$ cat src/rtl/branch_pred_pkg.sv
// Shared types, counter-state names and the saturating step used by the
// branch history table.
package branch_pred_pkg;

  typedef enum logic {
    ST_INIT = 1'b0,
    ST_RUN  = 1'b1
  } bp_state_e;

  // Widest counter the shared step function handles.
  localparam int unsigned MAX_CNT_W = 8;

  // Named states of the classic 2-bit counter.
  localparam logic [1:0] SNT = 2'd0;
  localparam logic [1:0] WNT = 2'd1;
  localparam logic [1:0] WT  = 2'd2;
  localparam logic [1:0] ST  = 2'd3;

  // One training step: move toward the outcome, clamp at 0 and cnt_max.
  function automatic logic [MAX_CNT_W-1:0] sat_next(
    input logic [MAX_CNT_W-1:0] cnt,
    input logic                 taken,
    input logic [MAX_CNT_W-1:0] cnt_max
  );
    logic [MAX_CNT_W-1:0] res;
    res = cnt;
    if (taken) begin
      if (cnt != cnt_max) res = cnt + MAX_CNT_W'(1);
    end else begin
      if (cnt != '0) res = cnt - MAX_CNT_W'(1);
    end
    return res;
  endfunction

endpackage

$ cat src/rtl/bp_sat_upd.sv
// Next-value logic for one saturating counter on the table write path.
module bp_sat_upd
  import branch_pred_pkg::*;
#(
  parameter int unsigned CNT_W = 2
) (
  input  logic [CNT_W-1:0] i_cnt,
  input  logic             i_taken,
  output logic [CNT_W-1:0] o_cnt_c
);

  localparam logic [MAX_CNT_W-1:0] CNT_MAX = MAX_CNT_W'((1 << CNT_W) - 1);

  assign o_cnt_c = CNT_W'(sat_next(MAX_CNT_W'(i_cnt), i_taken, CNT_MAX));

endmodule

$ cat src/rtl/branch_pred_sat.sv
// Branch history table of saturating counters: zero-latency lookup at decode,
// training at execute, post-reset init sweep and update/mispredict statistics.
module branch_pred_sat
  import branch_pred_pkg::*;
#(
  parameter int unsigned IDX_W    = 6,
  parameter int unsigned CNT_W    = 2,
  parameter int unsigned INIT_VAL = 2**(CNT_W-1) - 1,
  parameter int unsigned STAT_W   = 16
) (
  input  logic              clk,
  input  logic              rst_n,
  input  logic [IDX_W-1:0]  addrD,
  output logic              predD,
  output logic [CNT_W-1:0]  ctrD,
  input  logic [IDX_W-1:0]  addrE,
  input  logic              updE,
  input  logic              takenE,
  input  logic              predE,
  output logic              busy,
  input  logic              stat_clr,
  output logic [STAT_W-1:0] upd_cnt,
  output logic [STAT_W-1:0] miss_cnt
);

  localparam int unsigned      DEPTH    = 2**IDX_W;
  localparam logic [IDX_W-1:0] PTR_LAST = IDX_W'(DEPTH - 1);

  bp_state_e         r_state;
  bp_state_e         w_state_nxt;
  logic [IDX_W-1:0]  r_ptr;
  logic [CNT_W-1:0]  r_mem [DEPTH];
  logic [STAT_W-1:0] r_upd_cnt;
  logic [STAT_W-1:0] r_miss_cnt;
  logic              w_busy;
  logic              w_upd_ok;
  logic [CNT_W-1:0]  w_ctr_rd;
  logic [CNT_W-1:0]  w_ctr_e;
  logic [CNT_W-1:0]  w_ctr_nxt;

  always_ff @(posedge clk) begin
    if (!rst_n) r_state <= ST_INIT;
    else        r_state <= w_state_nxt;
  end

  // Sweep ends once the last entry has been written.
  always_comb begin
    w_state_nxt = r_state;
    case (r_state)
      ST_INIT: if (r_ptr == PTR_LAST) w_state_nxt = ST_RUN;
      ST_RUN:  w_state_nxt = ST_RUN;
      default: w_state_nxt = ST_INIT;
    endcase
  end

  always_comb begin
    w_busy   = (r_state == ST_INIT);
    w_upd_ok = (r_state == ST_RUN) && updE;
  end

  always_ff @(posedge clk) begin
    if (!rst_n)      r_ptr <= '0;
    else if (w_busy) r_ptr <= r_ptr + IDX_W'(1);
  end

  // Table has no reset; the sweep owns initialisation.
  always_ff @(posedge clk) begin
    if (rst_n) begin
      if (w_busy)        r_mem[r_ptr] <= CNT_W'(INIT_VAL);
      else if (w_upd_ok) r_mem[addrE] <= w_ctr_nxt;
    end
  end

  assign w_ctr_e = r_mem[addrE];

  bp_sat_upd #(
    .CNT_W (CNT_W)
  ) u_sat_upd (
    .i_cnt   (w_ctr_e),
    .i_taken (takenE),
    .o_cnt_c (w_ctr_nxt)
  );

  // No write bypass: decode sees the pre-update value in the update cycle.
  assign w_ctr_rd = r_mem[addrD];
  assign ctrD     = w_busy ? '0 : w_ctr_rd;
  assign predD    = !w_busy && w_ctr_rd[CNT_W-1];

  always_ff @(posedge clk) begin
    if (!rst_n) begin
      r_upd_cnt  <= '0;
      r_miss_cnt <= '0;
    end else if (!w_busy) begin
      if (stat_clr) begin
        r_upd_cnt  <= '0;
        r_miss_cnt <= '0;
      end else if (w_upd_ok) begin
        if (r_upd_cnt != '1) r_upd_cnt <= r_upd_cnt + STAT_W'(1);
        if ((predE != takenE) && (r_miss_cnt != '1))
          r_miss_cnt <= r_miss_cnt + STAT_W'(1);
      end
    end
  end

  assign busy     = w_busy;
  assign upd_cnt  = r_upd_cnt;
  assign miss_cnt = r_miss_cnt;

endmodule

$ cat config.mk
export PLATFORM = sky130hd
export DESIGN_NAME = branch_pred_sat
export DESIGN_NICKNAME = d
export VERILOG_FILES = /design/src/rtl/branch_pred_pkg.sv /design/src/rtl/bp_sat_upd.sv /design/src/rtl/branch_pred_sat.sv
export SDC_FILE = /design/constraint.sdc
export NUM_CORES = 1
export LEC_CHECK = 0
export ABC_AREA = 1
export BUFFER_PORTS_ARGS = -buffer_cell sky130_fd_sc_hd__buf_2
export CORE_AREA = 2 2 145 147
export CTS_BUF_LIST = sky130_fd_sc_hd__clkbuf_4
export DETAILED_ROUTE_END_ITERATION = 10
export DIE_AREA = 0 0 147 149
export HOLD_SLACK_MARGIN = 0.12
export SLEW_MARGIN = 40
export SYNTH_ARGS = -nofsm -noshare
export SYNTH_HDL_FRONTEND = slang
export SYNTH_SLANG_ARGS = --single-unit
$ cat constraint.sdc
create_clock -name clk -period 4.4 [get_ports clk]
set_clock_uncertainty 0.1 [all_clocks]
set_input_delay 0.88 -clock clk [delete_from_list [all_inputs] [get_ports clk]]
set_output_delay 0.88 -clock clk [all_outputs]
set_load 0.005 [all_outputs]
==> metrics <==
P per Cell Area=~300 nW/um^2; P&R area growth vs syn=9.88%; die area=around 22,000 um^2; initial drt markers=between 600 and 700; status=finished clean; Util after Layout=0.470; FMAX=approximately 270 MHz; H-tree levels=4; Post-CTS Setup Repair Bufs=0; core area=around 20,000 um^2; GRT overflow=0; mux cell area share after synthesis=0; Critical Path Start=addrD[0]; clock sinks=167; # rows=between 50 and 60; Post-synth EDFFs=~130; via density per instance=5.58; Hold WC Path Type=reg -> reg; Critical Path AT=about 2.7 ns; RSZ-0062 raised after global routing=no; largest net degree at the start of global routing=52; Synth Area in Simple Gates=0.317; compound-cell area share of the yosys netlist=0.0974; Area contributors post-synth=edfxtp_1, nand2_1, nand3_1; clock slew at reported path FFs=between 0.1 and 0.15 ns; HPWL Detailed=17,200 um; initial antenna violation count=1; cell count after synthesis=1,071; first-pass GRT wire length=between 40,000 and 50,000 um; gr usage total=0.240; most frequent cells in the layout=nand2_1, nand3_1, nor2_1; ys async rst share=0; Setup WS pre-CTS=just under 0.8 ns; Worst setup EP type=output pin; R2R depth=6; Synth cell types=42; CTS tree=done; synthesized area per cell=around 8 um^2; crit path kind=in -> out; worst endpoint required time=~3.4 ns; cts bufs inserted=17; share of the synthesized area in the top cell type=0.437; Final #Nets=1,131; Worst Tran Pin Value=0.913 ns; Final Slew Violations=0; GPL Wtd Cong=~0.86; peak supply drop=between 0.00015 and 0.0002 V; drt drc=0; DR vias=a little under 8,000; die height=about 150 um; reg-to-reg startpoint=r_state; largest family of logic cells by synthesized area=simple AND/OR/NAND/NOR gates; starting density of the core=0.427; reg2reg end=r_mem[52][0]; CTS-repair resized insts=0; synthesized flop and latch total=about 170; ANT nets after route=0; relative slew slack=0.391; # port buffers=53; final worst slack=between 0.7 and 0.8 ns; Final Hold Viols=0; drt pass-1 iters=5; number of global-route vias before repair=7,446; leak pwr=~3.7 nW; CTS max path bufs=2; synthesized area=approximately 8800 um^2; Synth Net Count=1,092; commonest non-fill, non-tap cell in the layout=nand2_1; Final period util=0.833; r2r setup slk=1.63 ns; crit-path max FO=26; num ports=54; CTS Root Cell=clkbuf_4; final setup vio count=0; Post-Synth Adder-Cell Area=0.00427; Post-Route WL=roughly 26,000 um; Synth warnings=0; XOR/XNOR Fraction of Synth Area=0.00797; hold slack final=0.390 ns; Startpoint Class=input port; # hold bufs at CTS=0; Synth Flop Type=edfxtp_1; post-synthesis sequential area ratio=0.526; Clock Latency Late Sink=roughly 0.57 ns; Die W=147 um; Final TNS setup=0 ns; max-cap violations=0; WL/cell=between 15 and 20 um; Worst setup endpoint=predD; layout cells sized above 1=0.118; fin crit period=about 3.7 ns; Yosys top cell by area=edfxtp_1; Placed Area=between 9000 and 10,000 um^2; Design Area, Final=approximately 9700 um^2
-- per-layer routing --
layer  vias up  track usage  part of all wire  routed length (um)
li1       3783            -                 -                   -
met1      3625        0.326              0.43               11100
met3        53       0.0361             0.072                1850
met5         -            0                 0                   0
met2       352        0.394              0.47               12100
met4         0       0.0889             0.025                 655
-- synthesized netlist by cell type (all sizes together) (6+ instances only) --
| master | n |
|---|---|
| edfxtp | 128 |
| a21oi | 50 |
| nand2 | 287 |
| o31ai | 8 |
| clkbuf | 35 |
| nand4 | 13 |
| buf | 19 |
| nor2 | 148 |
| dfxtp | 39 |
| o211ai | 6 |
| nand3 | 167 |
| nor3 | 14 |
| o21ai | 61 |
| nor4 | 12 |
| o221ai | 10 |
| inv | 48 |
-- logic make-up (layout without fill, tap and decap cells) --
kind of cell             count (synthesis)  in the layout
XOR/XNOR                                 8              8
adder cells (fa/ha/maj)                  3              3
flip-flops                             167            167
other                                    0              1
buffers and inverters                  103            155
AND/OR/NAND/NOR                        646            646
AO/OA/AOI/OAI                          144            144
-- worst min path at each step --
stage / from / endpoint / slack (ns) / cells past startpoint
after detailed placement: upd_cnt[9] / upd_cnt[9] / 0.37 / 2
after global routing: upd_cnt[9] / upd_cnt[9] / 0.42 / 2
final: upd_cnt[9] / upd_cnt[9] / 0.39 / 2
after CTS: upd_cnt[9] / upd_cnt[9] / 0.39 / 2
after floorplan: r_ptr[5] / r_ptr[5] / 0.36 / 2
after global placement: upd_cnt[9] / upd_cnt[9] / 0.38 / 2
-- worst max-delay path, stage by stage --
cell and delay, ns:
buf_2 0.32, buf_4 0.36, nand2_1 0.08, nand3_1 0.09
nand2_1 0.07, a21oi_1 0.13, o31ai_1 0.10, nand3_1 0.12
nand3_1 0.14, a21oi_1 0.22, buf_2 0.15
-- metrics by stage --
step / instances / total power (W)
final: 1399 / 0.00294
after global routing: 1399 / 0.00303
after detailed placement: 1366 / 0.00198
after floorplan: 1071 / 0.00189
after global placement: 1366 / 0.00198
after CTS: 1398 / 0.00295
-- power by group --
part	internal, W	switching, W	leakage, nW	total (W)
sequential	0.00168	0.00000348	1.71	0.00168
combinational	0.0000731	0.000192	1.82	0.000265
clock	0.000410	0.000580	0.167	0.000990
-- registers in the layout (all words and copies together), names as in the netlist --
signal,flops
r_mem,128
miss_cnt,16
upd_cnt,16
r_ptr,6
r_state,1
-- area by class of cell --
class / count / area [um^2]
Inverter: 49 / 184
Timing Repair Buffer: 74 / 423
Tap cell: 275 / 344
Fill cell: 2083 / 10900
Antenna cell: 1 / 2.50
Clock buffer: 17 / 128
Multi-Input combinational cell: 801 / 3760
Clock inverter: 15 / 193
Sequential cell: 167 / 4620
(Power assumes the default switching activity.)
